<file path="src/rtl/axi_wr_dispatch_if.sv">
// Bus bundle between a write-beat source/target environment and axi_wr_dispatch.
// The master modport is the environment side; the slave modport is the dispatcher.
interface axi_wr_dispatch_if #(
    parameter int ADDR_WIDTH = 11,
    parameter int DATA_WIDTH = 64
);
    logic                  axi_wr_vld;
    logic [ADDR_WIDTH-1:0] axi_wr_addr;
    logic [DATA_WIDTH-1:0] axi_wr_data;
    logic [DATA_WIDTH-1:0] axi_wr_strb;
    logic [1:0]            axi_wr_region;

    logic                  fifo_wr_done;
    logic                  iram_wr_done;
    logic                  wram_wr_done;
    logic                  fifo_err;

    logic                  fifo_push;
    logic [DATA_WIDTH-1:0] fifo_wdata;
    logic                  fifo_full;

    logic                  iram_we;
    logic [ADDR_WIDTH-1:0] iram_addr;
    logic [DATA_WIDTH-1:0] iram_wdata;
    logic [DATA_WIDTH-1:0] iram_wmask;

    logic                  wram_we;
    logic [ADDR_WIDTH-1:0] wram_addr;
    logic [DATA_WIDTH-1:0] wram_wdata;
    logic [DATA_WIDTH-1:0] wram_wmask;

    logic                  dispatch_busy;
    logic                  drop_err;

    modport master (
        output axi_wr_vld, axi_wr_addr, axi_wr_data, axi_wr_strb, axi_wr_region, fifo_full,
        input  fifo_wr_done, iram_wr_done, wram_wr_done, fifo_err,
        input  fifo_push, fifo_wdata,
        input  iram_we, iram_addr, iram_wdata, iram_wmask,
        input  wram_we, wram_addr, wram_wdata, wram_wmask,
        input  dispatch_busy, drop_err
    );

    modport slave (
        input  axi_wr_vld, axi_wr_addr, axi_wr_data, axi_wr_strb, axi_wr_region, fifo_full,
        output fifo_wr_done, iram_wr_done, wram_wr_done, fifo_err,
        output fifo_push, fifo_wdata,
        output iram_we, iram_addr, iram_wdata, iram_wmask,
        output wram_we, wram_addr, wram_wdata, wram_wmask,
        output dispatch_busy, drop_err
    );
endinterface

</file>
<file path="src/rtl/axi_wr_dispatch.sv">
// Single-beat write dispatcher: routes a captured beat to the FIFO, IRAM or WRAM port.
// Optional FIFO-full wait timeout is enabled by defining WR_DISPATCH_TIMEOUT_EN.
module axi_wr_dispatch #(
    parameter int ADDR_WIDTH     = 11,
    parameter int DATA_WIDTH     = 64,
    parameter int TIMEOUT_CYCLES = 255
) (
    input  logic               clk,
    input  logic               rst_n,
    axi_wr_dispatch_if.slave   bus
);

    typedef enum logic [1:0] {
        IDLE      = 2'd0,
        ISSUE     = 2'd1,
        FIFO_WAIT = 2'd2,
        DONE      = 2'd3
    } state_t;

    typedef enum logic [1:0] {
        REG_FIFO    = 2'd0,
        REG_IRAM    = 2'd1,
        REG_WRAM    = 2'd2,
        REG_INVALID = 2'd3
    } region_t;

    if (TIMEOUT_CYCLES < 1 || TIMEOUT_CYCLES > 255) begin : g_bad_timeout
        $error("axi_wr_dispatch: TIMEOUT_CYCLES must be within 1..255");
    end

    state_t                state;
    region_t               hold_region;
    logic [ADDR_WIDTH-1:0] hold_addr;
    logic [DATA_WIDTH-1:0] hold_data;
    logic [DATA_WIDTH-1:0] hold_strb;
    logic                  err_flag;
    logic                  drop_err_q;

`ifdef WR_DISPATCH_TIMEOUT_EN
    localparam logic [7:0] TIMEOUT_LAST = 8'(TIMEOUT_CYCLES - 1);
    logic [7:0] wait_cnt;
`endif

    logic full_mask;
    logic push_now;

    assign full_mask = (hold_strb == {DATA_WIDTH{1'b1}});

    // NOTE: strobes are decoded from registered state, not registered themselves, so
    // the FIFO push can be qualified by fifo_full in the very cycle it is issued.
    assign push_now = ((state == ISSUE) || (state == FIFO_WAIT)) &&
                      (hold_region == REG_FIFO) && full_mask && !bus.fifo_full;

    assign bus.fifo_push     = push_now;
    assign bus.iram_we       = (state == ISSUE) && (hold_region == REG_IRAM);
    assign bus.wram_we       = (state == ISSUE) && (hold_region == REG_WRAM);

    assign bus.fifo_wr_done  = (state == DONE) &&
                               ((hold_region == REG_FIFO) || (hold_region == REG_INVALID));
    assign bus.iram_wr_done  = (state == DONE) && (hold_region == REG_IRAM);
    assign bus.wram_wr_done  = (state == DONE) && (hold_region == REG_WRAM);
    assign bus.fifo_err      = (state == DONE) && err_flag;

    assign bus.dispatch_busy = (state != IDLE);
    assign bus.drop_err      = drop_err_q;

    assign bus.fifo_wdata    = hold_data;
    assign bus.iram_addr     = hold_addr;
    assign bus.iram_wdata    = hold_data;
    assign bus.iram_wmask    = hold_strb;
    assign bus.wram_addr     = hold_addr;
    assign bus.wram_wdata    = hold_data;
    assign bus.wram_wmask    = hold_strb;

    always_ff @(posedge clk or negedge rst_n) begin
        if (!rst_n) begin
            // NOTE: holding registers are reset too, so the always-driven address and
            // data outputs read as zero while reset is asserted.
            state       <= IDLE;
            hold_region <= REG_FIFO;
            hold_addr   <= '0;
            hold_data   <= '0;
            hold_strb   <= '0;
            err_flag    <= 1'b0;
            drop_err_q  <= 1'b0;
`ifdef WR_DISPATCH_TIMEOUT_EN
            wait_cnt    <= '0;
`endif
        end else begin
            if (bus.axi_wr_vld && (state != IDLE)) begin
                drop_err_q <= 1'b1;
            end

            case (state)
                IDLE: begin
                    if (bus.axi_wr_vld) begin
                        hold_region <= region_t'(bus.axi_wr_region);
                        hold_addr   <= bus.axi_wr_addr;
                        hold_data   <= bus.axi_wr_data;
                        hold_strb   <= bus.axi_wr_strb;
                        err_flag    <= 1'b0;
                        state       <= ISSUE;
                    end
                end

                ISSUE: begin
                    case (hold_region)
                        REG_IRAM, REG_WRAM: begin
                            state <= DONE;
                        end
                        REG_FIFO: begin
                            // A partial mask cannot be expressed as a FIFO push.
                            if (!full_mask) begin
                                err_flag <= 1'b1;
                                state    <= DONE;
                            end else if (!bus.fifo_full) begin
                                state <= DONE;
                            end else begin
`ifdef WR_DISPATCH_TIMEOUT_EN
                                wait_cnt <= '0;
`endif
                                state    <= FIFO_WAIT;
                            end
                        end
                        default: begin
                            err_flag <= 1'b1;
                            state    <= DONE;
                        end
                    endcase
                end

                FIFO_WAIT: begin
                    if (!bus.fifo_full) begin
                        state <= DONE;
`ifdef WR_DISPATCH_TIMEOUT_EN
                    end else if (wait_cnt == TIMEOUT_LAST) begin
                        err_flag <= 1'b1;
                        state    <= DONE;
                    end else begin
                        wait_cnt <= wait_cnt + 8'd1;
`endif
                    end
                end

                DONE: begin
                    state <= IDLE;
                end

                default: begin
                    state <= IDLE;
                end
            endcase
        end
    end

endmodule

</file>
<file path="src/flat_wrapper.sv">
// flat-port wrapper written by rule: the top's interface ports become plain ports
module axi_wr_dispatch_flat 
#(
    parameter int ADDR_WIDTH     = 11,
    parameter int DATA_WIDTH     = 64,
    parameter int TIMEOUT_CYCLES = 255
)
  (clk, rst_n, bus_axi_wr_vld, bus_axi_wr_addr, bus_axi_wr_data, bus_axi_wr_strb, bus_axi_wr_region, bus_fifo_full, bus_fifo_wr_done, bus_iram_wr_done, bus_wram_wr_done, bus_fifo_err, bus_fifo_push, bus_fifo_wdata, bus_iram_we, bus_iram_addr, bus_iram_wdata, bus_iram_wmask, bus_wram_we, bus_wram_addr, bus_wram_wdata, bus_wram_wmask, bus_dispatch_busy, bus_drop_err);
  axi_wr_dispatch_if #(.ADDR_WIDTH(ADDR_WIDTH), .DATA_WIDTH(DATA_WIDTH)) bus_i ();
  input  logic clk;
  input  logic rst_n;
  input wire logic [$bits(bus_i.axi_wr_vld)-1:0] bus_axi_wr_vld;
  input wire logic [$bits(bus_i.axi_wr_addr)-1:0] bus_axi_wr_addr;
  input wire logic [$bits(bus_i.axi_wr_data)-1:0] bus_axi_wr_data;
  input wire logic [$bits(bus_i.axi_wr_strb)-1:0] bus_axi_wr_strb;
  input wire logic [$bits(bus_i.axi_wr_region)-1:0] bus_axi_wr_region;
  input wire logic [$bits(bus_i.fifo_full)-1:0] bus_fifo_full;
  output wire logic [$bits(bus_i.fifo_wr_done)-1:0] bus_fifo_wr_done;
  output wire logic [$bits(bus_i.iram_wr_done)-1:0] bus_iram_wr_done;
  output wire logic [$bits(bus_i.wram_wr_done)-1:0] bus_wram_wr_done;
  output wire logic [$bits(bus_i.fifo_err)-1:0] bus_fifo_err;
  output wire logic [$bits(bus_i.fifo_push)-1:0] bus_fifo_push;
  output wire logic [$bits(bus_i.fifo_wdata)-1:0] bus_fifo_wdata;
  output wire logic [$bits(bus_i.iram_we)-1:0] bus_iram_we;
  output wire logic [$bits(bus_i.iram_addr)-1:0] bus_iram_addr;
  output wire logic [$bits(bus_i.iram_wdata)-1:0] bus_iram_wdata;
  output wire logic [$bits(bus_i.iram_wmask)-1:0] bus_iram_wmask;
  output wire logic [$bits(bus_i.wram_we)-1:0] bus_wram_we;
  output wire logic [$bits(bus_i.wram_addr)-1:0] bus_wram_addr;
  output wire logic [$bits(bus_i.wram_wdata)-1:0] bus_wram_wdata;
  output wire logic [$bits(bus_i.wram_wmask)-1:0] bus_wram_wmask;
  output wire logic [$bits(bus_i.dispatch_busy)-1:0] bus_dispatch_busy;
  output wire logic [$bits(bus_i.drop_err)-1:0] bus_drop_err;
  assign bus_i.axi_wr_vld = bus_axi_wr_vld;
  assign bus_i.axi_wr_addr = bus_axi_wr_addr;
  assign bus_i.axi_wr_data = bus_axi_wr_data;
  assign bus_i.axi_wr_strb = bus_axi_wr_strb;
  assign bus_i.axi_wr_region = bus_axi_wr_region;
  assign bus_i.fifo_full = bus_fifo_full;
  assign bus_fifo_wr_done = bus_i.fifo_wr_done;
  assign bus_iram_wr_done = bus_i.iram_wr_done;
  assign bus_wram_wr_done = bus_i.wram_wr_done;
  assign bus_fifo_err = bus_i.fifo_err;
  assign bus_fifo_push = bus_i.fifo_push;
  assign bus_fifo_wdata = bus_i.fifo_wdata;
  assign bus_iram_we = bus_i.iram_we;
  assign bus_iram_addr = bus_i.iram_addr;
  assign bus_iram_wdata = bus_i.iram_wdata;
  assign bus_iram_wmask = bus_i.iram_wmask;
  assign bus_wram_we = bus_i.wram_we;
  assign bus_wram_addr = bus_i.wram_addr;
  assign bus_wram_wdata = bus_i.wram_wdata;
  assign bus_wram_wmask = bus_i.wram_wmask;
  assign bus_dispatch_busy = bus_i.dispatch_busy;
  assign bus_drop_err = bus_i.drop_err;
  axi_wr_dispatch #(.ADDR_WIDTH(ADDR_WIDTH), .DATA_WIDTH(DATA_WIDTH), .TIMEOUT_CYCLES(TIMEOUT_CYCLES)) u_core (.clk(clk), .rst_n(rst_n), .bus(bus_i));
endmodule
</file>
<file path="config.mk">
export PLATFORM = sky130hd
export DESIGN_NAME = axi_wr_dispatch_flat
export DESIGN_NICKNAME = d
export VERILOG_FILES = /design/src/rtl/axi_wr_dispatch_if.sv /design/src/rtl/axi_wr_dispatch.sv /design/src/flat_wrapper.sv
export SDC_FILE = /design/constraint.sdc
export NUM_CORES = 1
export LEC_CHECK = 0
export CORE_AREA = 2 2 195 197
export CTS_BUF_LIST = sky130_fd_sc_hd__clkbuf_8
export CTS_CLUSTER_SIZE = 12
export DETAILED_ROUTE_END_ITERATION = 16
export DIE_AREA = 0 0 197 199
export SETUP_SLACK_MARGIN = 0.5
export SYNTH_ARGS = -nofsm -noshare
export SYNTH_HDL_FRONTEND = slang
export SYNTH_SLANG_ARGS = --single-unit
</file>
<file path="constraint.sdc">
create_clock -name clk -period 1.7 [get_ports clk]
set_clock_uncertainty 0.2 [all_clocks]
set_input_delay 0.34 -clock clk [delete_from_list [all_inputs] [get_ports clk]]
set_output_delay 0.34 -clock clk [all_outputs]
set_load 0.02 [all_outputs]
</file>
### Word-level counts from Yosys, hierarchy flattened

Cells that the tools add are included.
W data, S select, Z words.

* output and inout bits: 351
* bits in read-only memories: 0
* bits in writable memories: 0
* bits in latches: 0
* memories: 0
* bits of input ports: 145
* register bits after elaboration: 145

* $add $sub $neg: 0
* reduce and logical (&&, ||, !) cells: 21
* multipliers: 0
* eq/ne operators: 11
* multiplexer cells: 10
* order comparisons: 0
* shifts and indexed selects: 0
* div/mod/pow operators: 0
* bitwise gates (word level): 0

Operator list (number)
* $eq A64 B64 Y1 const B: 1
* $logic_and A1 B1 Y1: 10
* $eq A2 B2 Y1 const B: 4
* $mux W2: 4
* $pmux W2 S4: 1
* $ne A2 B2 Y1 const B: 3
* $eq A2 B1 Y1 const B: 2
* $logic_not A2 Y1: 2
* $pmux W1 S2: 2
* $reduce_and A2 Y1: 2
* $reduce_and A4 Y1: 1
* $reduce_bool A2 Y1: 2
* $mux W1: 3
* $ne A3 B3 Y1 const B: 1
* $logic_or A1 B1 Y1: 2
* $reduce_or A2 Y1: 1
* $logic_not A1 Y1: 1

### Depth between registers and ports, before layout

Gate-level depths: netlist of the first run.

* depth after elaboration: 5
* depth in mapped cells: 7
* gate-level depth less buffers: 6

### Worst setup path before layout of the first run

No wires, ideal clock.

* path kind: register -> output
* start point: register u_core.hold_strb[40], in the netlist u_core.bus.iram_wmask[40]
* end point: output port bus_fifo_push
* arrival: 1.684 ns
* setup slack: -0.524 ns
* cell stages (with the launch flop): 5
* path through: dfrtp_1 -> nand4_1 -> nor4_1 -> nand3_1 -> nor4_1

* longest elaborated chain between the ends: 3

Ends and longest elaborated chain
* start: declaration: RTL line axi_wr_dispatch.sv:35 `logic [DATA_WIDTH-1:0] hold_strb;`
* start signal: assignment: RTL line axi_wr_dispatch.sv:100 `hold_strb <= bus.axi_wr_strb;`
* $eq A64 B64 Y1: RTL line axi_wr_dispatch.sv:47 `assign full_mask = (hold_strb == {DATA_WIDTH{1'b1}});`
* $logic_and A1 B1 Y1 (2 in series): RTL line axi_wr_dispatch.sv:52 `(hold_region == REG_FIFO) && full_mask && !bus.fifo_full;`
* end: declaration: RTL line flat_wrapper.sv:22 `output wire logic [$bits(bus_i.fifo_push)-1:0] bus_fifo_push;`

Every way passes these cells.

### Worst setup path after layout of the first run

* start point: register u_core.hold_strb[19], in the netlist u_core.bus.iram_wmask[19]
* end point: output port bus_fifo_push

Same word-level chain as after synthesis.

==> metrics.md, run 1 <==
| Metric | Value |
|---|---|
| Outcome | `finished, violations left` |
| Violated checks | `negative setup slack` |
| Total routing usage reported by global routing | `0.1406` |
| Total CTS buffers | `17` |
| Setup tns final | `-39.89 ns` |
| Remaining max-slew budget at the tightest pin | `0.7894` |
| Nets | `1,274` |
| Die height | `199 µm` |
| Actual slew at the worst max-slew pin | `0.3132 ns` |
| Number of buffers and inverters on the critical path | `2` |
| Category of the worst setup path capture point | `output pin` |
| Critical path arrival | `a little under 2 ns` |
| Wirelength, routed | `29,060 µm` |
| Sink Count | `145` |
| Syn Inst Count | `564` |
| Primary flip-flop cell chosen by synthesis mapping | `sky130_fd_sc_hd__dfrtp_1` |
| Count of boundary I/O pins | `a little under 500` |
| Worst vdd ir | `between 0.001 and 0.0015 V` |
| Setup repair after global routing missed its margin | `true` |
| Total iterations of the first detailed-routing run | `4` |
| Number of distinct library cell variants in the gate-level netlist after synthesis | `26` |
| Data required time of the critical path | `between 1 and 1.5 ns` |
| Worst-path cell with the longest stage delay | `sky130_fd_sc_hd__nor4_2` |
| Residual DRC count | `0` |
| Async S/R FF share, synth | `1.000` |
| Pin count of the biggest net entering global routing | `48` |
| Leakage dissipation | `0.007591 µW` |
| Most area-consuming cells after synthesis | `sky130_fd_sc_hd__dfrtp_1 50%, sky130_fd_sc_hd__buf_4 21%, sky130_fd_sc_hd__mux2_1 12%` |
| Cell types with the highest counts after synthesis | `203 x sky130_fd_sc_hd__buf_4, 145 x sky130_fd_sc_hd__dfrtp_1, 80 x sky130_fd_sc_hd__mux2_1` |
| Global-route wire length before repair | `40,390 µm` |
| Pre-CTS WS | `-1.029 ns` |
| Routed vias/inst | `3.796` |
| Hold Vio Cnt, Final | `0` |
| DRC violation total after the first TritonRoute iteration | `112` |
| Core ar. | `37,130 µm²` |
| Chip Width | `slightly below 200 µm` |
| Final setup violating endpoints | `224` |
| Kind of cell adding the most delay to the critical path | `simple AND/OR/NAND/NOR gates` |
| Average instance area after synthesis | `between 10 and 15 µm²` |
| Crit path cell chain | `nand4_1, nor4_2, buf_4, nand3_4, nor4_4, buf_4` |
| Clock period minus final worst setup slack | `2.526 ns` |
| Clock tree from TritonCTS | `built` |
| Skew-Pair Late Insertion Delay | `0.48 ns` |
| Antenna violations before repair | `0` |
| Port Buf Inserts | `495` |
| Most frequent CP cell | `sky130_fd_sc_hd__buf_4` |
| Worst-path clk slew | `0.09 ns` |
| Worst slack on hold paths | `0.1261 ns` |
| Gpl congestion | `0.7366` |
| Proportion of synthesized chip area in sequential cells | `0.4991` |
| Maximum clock insertion buffer count | `2` |
| Die ar. | `39,200 µm²` |
| Signed area change from the synthesized netlist to the final layout | `113.2%` |
| Post-detailed-placement half-perimeter wirelength | `20,320 µm` |
| Type of the tightest min-delay check | `primary input to asynchronous set/reset pin` |
| Maximum fanout count along the critical path | `2` |
| Initial Utilization | `0.1958` |
| Delay of the slowest cell on the worst path | `0.37 ns` |
| Final slew viol count | `0` |
| Final WS setup | `-0.8259 ns` |
| Post-Syn Nets | `716` |
| Critical path class | `flip-flop to output pin` |
| Number of flops mapped to enable cells by yosys | `0` |
| Cell type with the largest total area after synthesis | `sky130_fd_sc_hd__dfrtp_1` |
| Area share of the largest cell type after synthesis | `0.4991` |
| Fraction of the cycle the final worst path needs | `1.486` |
| Fraction of layout instances using a drive strength above 1 | `0.7753` |
| Remaining global-route overflow | `0` |
| Via count of the first global-routing pass | `approximately 6,400` |
| Highest clock rate | `395.9 MHz` |
| Root Buffer Master | `sky130_fd_sc_hd__clkbuf_8` |
| Count of synthesis-stage warnings from yosys | `0` |
| Cell with the most instances after synthesis | `sky130_fd_sc_hd__buf_4` |
| Final routed wire length divided by cell count | `18.06 µm` |
| Via count | `6,108` |
| Cell area after synthesis | `between 7000 and 8000 µm²` |
| Placement row count | `71` |
| Element type at the critical path start | `flip-flop` |
| Number of H-tree levels | `4` |
| Pwr/cell area | `2371 nW/µm²` |
| Number of nets with antenna violations after detailed routing | `0` |
| Number of storage elements in the synthesis netlist | `145` |
| Max-capacitance violation count | `0` |
| Inserted Diodes | `0` |
[path summary, 6_finish.rpt]
kind / startpoint / end / slack [ns] / depth (start not counted)
worst max register to register: u_core.state[0]$_DFFE_PN0P_ / u_core.bus.iram_addr[3]$_DFFE_PN0P_ / -0.31 / 9
max in group asynchronous: rst_n / u_core.bus.fifo_wdata[4]$_DFFE_PN0P_ / 0.57 / 3
worst min register to register: u_core.bus.drop_err$_DFFE_PN0P_ / u_core.bus.drop_err$_DFFE_PN0P_ / 0.29 / 1
worst min-delay path: rst_n / u_core.bus.iram_wmask[3]$_DFFE_PN0P_ / 0.13 / 2
worst max-delay path: u_core.bus.iram_wmask[19]$_DFFE_PN0P_ / bus_fifo_push / -0.83 / 6
min in group clk: bus_axi_wr_strb[58] / u_core.bus.iram_wmask[58]$_DFFE_PN0P_ / 0.27 / 2
[registers in the layout, summed over array words and instances, names as in the netlist]
register	cells
u_core.bus.fifo_wdata	64
u_core.bus.iram_wmask	64
u_core.bus.iram_addr	11
u_core.hold_region	2
u_core.state	2
u_core.bus.drop_err	1
u_core.err_flag	1
[cells by family (layout without fill, tap and decap cells)]
family | Yosys count | in the layout | synth area share
AND/OR/NAND/NOR | 35 | 35 | 0.02874
flip-flops | 145 | 145 | 0.4991
multiplexers | 142 | 142 | 0.2198
AO/OA/AOI/OAI | 10 | 10 | 0.009122
adder cells (fa/ha/maj) | 7 | 7 | 0.01205
buffers and inverters | 225 | 796 | 0.2313
[layer usage]
metal / global-route usage / share of wire / up-vias
li1: - / - / 2828
met1: 0.1659 / 0.40 / 2995
met2: 0.2487 / 0.52 / 270
met3: 0.04391 / 0.068 / 15
met4: 0.03342 / 0.0086 / 0
met5: 0 / 0 / -
[where the power goes]
| part | internal [µW] | total, µW | switching, µW | leakage (µW) |
|---|---|---|---|---|
| Clock | 1250 | 2680 | 1430 | 0.000198 |
| Sequential | 5380 | 7180 | 1800 | 0.00165 |
| Combinational | 15500 | 26900 | 11400 | 0.00575 |
| Total | 22100 | 36800 | 14600 | 0.00759 |
[repair_timing]
item,CTS,global route
endpoints found under the hold margin,145,0
gates cloned,10,0
hold buffers,1,0
buffers inserted,99,40
pin swaps,7,4
resized for setup,2015,229
endpoints found under the setup margin,496,532
[cell type report]
class	count	area, µm²
fillers	3453	21630
repair buffers	757	8127
flip-flops and latches	145	3714
multi-input cells	194	2670
well taps	474	593.1
clock buffers	20	275.3
clock inverters	12	93.84
inverters	7	31.28
[stage by stage]
stage,util,instances,instance area (µm²),total power (µW)
6_report,0.4175,1609,15500,36760
5_1_grt,0.4175,1609,15500,38490
4_1_cts,0.3898,1569,14470,34560
3_5_place_dp,0.3446,1427,12800,28500
3_3_place_gp,0.3446,1427,12800,28390
2_1_floorplan,-,564,8071,20210
[placed cells by master (no fill, tap or decap), drive strengths merged, types with 2 or more instances in the layout]
master	netlist	layout
a21oi	4	4
and2	5	5
buf	218	613
clkbuf	0	20
clkdlybuf4s50	0	143
clkinv	0	6
clkinvlp	0	2
dfrtp	145	145
ha	7	7
inv	7	10
mux2	141	141
nand2	3	3
nand4	15	15
nor2	2	2
nor4	5	5
o31a	2	2
[worst register-to-register path, delay by kind of cell, from the launching register on]
kind / cells / cell delay, ns
flops: 1 / 0.42
buf+inv: 6 / 0.75
mux: 1 / 0.30
simple gates: 1 / 0.11
fa+ha+maj: 1 / 0.15
Power figures use the tool's default switching activity.
==> inputs of run 2 (changes only) <==
Settings changed: CORE_AREA 2 2 195 197 to 2 2 192 194, DIE_AREA 0 0 197 199 to 0 0 194 196.
==> run 2 against run 1 <==
The flow still finishes with violations (negative setup slack). Critical path depth rose by 2. Clock power rose by 13%. Hold slack got worse by 0.028 ns. Core utilization rose by 1.9 points. Clock-buffer cell count fell by 2. Die area fell by 3.0%. Critical endpoint unchanged. Highest routed layer is now met5.
==> metrics.md, run 2 (synthesis gave the netlist of run 1 again) <==
| Metric | Value |
|---|---|
| Element type at the critical path start | `flip-flop` |
| Fraction of layout instances using a drive strength above 1 | `0.7828` |
| Via count of the first global-routing pass | `6,573` |
| Crit path cell chain | `inv_2, ha_4, nand4_1, nor4_2, buf_4, nand2_4, nor4_4, buf_4` |
| Net switching power figure | `14,930 µW` |
| Inserted Diodes | `0` |
| Most common cell after layout, fill and taps aside | `sky130_fd_sc_hd__buf_6` |
| Remaining max-slew budget at the tightest pin | `0.6308` |
| Most frequent CP cell | `sky130_fd_sc_hd__buf_4` |
| Hold Vio Cnt, Final | `0` |
| Count of boundary I/O pins | `496` |
| Final design area excluding fillers | `15,770 µm²` |
| Core ar. | `36,080 µm²` |
| Final slew viol count | `0` |
| Residual DRC count | `0` |
| Worst vdd ir | `between 0.001 and 0.0015 V` |
| Die ar. | `38,020 µm²` |
| Setup tns final | `-30.73 ns` |
| Skew-Pair Late Insertion Delay | `roughly 0.47 ns` |
| Post-Layout Cell Count | `1,619` |
| Actual slew at the worst max-slew pin | `0.5538 ns` |
| Leakage dissipation | `0.007741 µW` |
| Setup repair after global routing missed its margin | `true` |
| Tot Pwr | `about 38,000 µW` |
| Post-detailed-placement half-perimeter wirelength | `19,980 µm` |
| Maximum fanout count along the critical path | `2` |
| Length of routed met3 wiring | `1970 µm` |
| Clk network pwr share | `0.080` |
| Worst R2R Start | `u_core.state[0]$_DFFE_PN0P_` |
| Data required time of the critical path | `1.16 ns` |
| Pwr/cell area | `2394 nW/µm²` |
| Critical path arrival | `2.11 ns` |
| Worst-path clk slew | `0.09 ns` |
| Nets | `1,290` |
| Register-to-register setup slack | `-0.24 ns` |
| Highest-count cells in the layout ignoring fill and taps | `432 x sky130_fd_sc_hd__buf_6, 142 x sky130_fd_sc_hd__clkdlybuf4s50_1, 141 x sky130_fd_sc_hd__mux2_4, 111 x sky130_fd_sc_hd__buf_4, 73 x sky130_fd_sc_hd__dfrtp_2` |
| Final WS setup | `-0.9505 ns` |
| Number of buffers and inverters on the critical path | `3` |
| Global-route wire length before repair | `around 43,000 µm` |
| Gpl congestion | `0.7731` |
| Remaining global-route overflow | `0` |
| Sink Count | `145` |
| Portion of total power attributed to sequential cells | `0.191` |
| Initial Utilization | `0.2015` |
| DRC violation total after the first TritonRoute iteration | `125` |
| Die height | `~200 µm` |
| Violated checks | `negative setup slack` |
| Path depth of the worst reg2reg path | `8` |
| Final routed wire length divided by cell count | `18.74 µm` |
| Length of routed wiring on met1 | `11,820 µm` |
| Via count | `6,231` |
| Category of the worst setup path capture point | `output pin` |
| Antenna violations before repair | `2` |
| Maximum clock insertion buffer count | `2` |
| Signed area change from the synthesized netlist to the final layout | `116.9%` |
| Critical path class | `flip-flop to output pin` |
| Gate power share | `0.729` |
| Type of the tightest min-delay check | `primary input to asynchronous set/reset pin` |
| Outcome | `finished, violations left` |
| Routed vias/inst | `just under 4` |
| Wirelength, routed | `30,330 µm` |
| Placement row count | `70` |
| Total instance count after detailed placement | `between 1,000 and 1,500` |
| Placed standard-cell area | `between 10,000 and 15,000 µm²` |
| Kind of cell adding the most delay to the critical path | `simple AND/OR/NAND/NOR gates` |
| Clock period minus final worst setup slack | `2.651 ns` |
| Total CTS buffers | `17` |
| Chip Width | `194 µm` |
| Highest routed layer | `met5` |
| Delay of the slowest cell on the worst path | `~0.41 ns` |
| Port Buf Inserts | `~500` |
| Total routing usage reported by global routing | `0.1517` |
| Clock tree from TritonCTS | `built` |
| Detailed route wirelength on metal2 | `16,200 µm` |
| Reg-to-Reg End | `u_core.bus.fifo_wdata[8]$_DFFE_PN0P_` |
| Max-capacitance violation count | `0` |
| Root Buffer Master | `sky130_fd_sc_hd__clkbuf_8` |
| Worst-path cell with the longest stage delay | `sky130_fd_sc_hd__dfrtp_1` |
| Pin count of the biggest net entering global routing | `49` |
| Fraction of the cycle the final worst path needs | `1.559` |
| Final setup violating endpoints | `between 200 and 250` |
| Switching Fraction | `0.3955` |
| Total iterations of the first detailed-routing run | `4` |
| Highest clock rate | `377.3 MHz` |
| Number of H-tree levels | `4` |
| Worst slack on hold paths | `0.09792 ns` |
| Internal cell power | `22,820 µW` |
| Number of nets with antenna violations after detailed routing | `0` |
-- run 2: routing by layer --
layer / up-vias / global-route usage
li1: 2856 / -
met1: 3075 / 0.1761
met2: 275 / 0.2695
met3: 21 / 0.04917
met4: 4 / 0.03788
met5: - / 0
-- run 2: what timing repair did --
item	in CTS	in global routing
hold endpoints to repair	145	0
resized for setup	1976	237
pin swaps	12	1
buffers inserted	109	58
endpoints found under the setup margin	495	496
hold buffers	1	0
cloned	12	1
-- run 2: worst reg2reg max path, cell delays in order (launching register included) --
cell and delay [ns]:
sky130_fd_sc_hd__dfrtp_2 0.41, sky130_fd_sc_hd__inv_2 0.08, sky130_fd_sc_hd__ha_4 0.17, sky130_fd_sc_hd__buf_12 0.14
sky130_fd_sc_hd__nand2_8 0.07, sky130_fd_sc_hd__buf_12 0.17, sky130_fd_sc_hd__buf_8 0.14, sky130_fd_sc_hd__buf_16 0.14
sky130_fd_sc_hd__mux2_4 0.30
-- run 2: how the worst max path moves through the flow --
stage,from,to,depth (start not counted)
floorplan,u_core.bus.iram_wmask[40]$_DFFE_PN0P_,bus_fifo_push,4
global placement,u_core.bus.iram_wmask[37]$_DFFE_PN0P_,bus_fifo_push,6
detailed placement,u_core.bus.iram_wmask[37]$_DFFE_PN0P_,bus_fifo_push,6
CTS,u_core.hold_region[0]$_DFFE_PN0P_,bus_fifo_push,8
global route,u_core.hold_region[1]$_DFFE_PN0P_,bus_fifo_push,8
finish,u_core.hold_region[1]$_DFFE_PN0P_,bus_fifo_push,8
-- run 2: stage by stage --
stage | setup WS (ns) | utilization
2_1_floorplan | -0.1705 | -
3_3_place_gp | -1.128 | 0.3519
3_5_place_dp | -1.151 | 0.3519
4_1_cts | -1.046 | 0.4039
5_1_grt | -1.090 | 0.4370
6_report | -0.9505 | 0.4370
-- run 2: area by class of cell --
type / count / area, µm²
fill: 3233 / 20320
timing repair buffer: 770 / 8267
sequential: 145 / 3720
multi-input combinational: 197 / 2743
tap: 468 / 585.6
clock buffer: 18 / 247.7
clock inverter: 14 / 176.4
inverter: 7 / 28.78
-- run 2: power groups by stage --
stage,clock network (µW),logic [µW],registers [µW]
after floorplan,0,11200,9040
after global placement,0,21400,6890
after detailed placement,0,21400,7000
after CTS,3180,24900,7000
after global routing,3320,28600,7430
final,3020,27500,7200
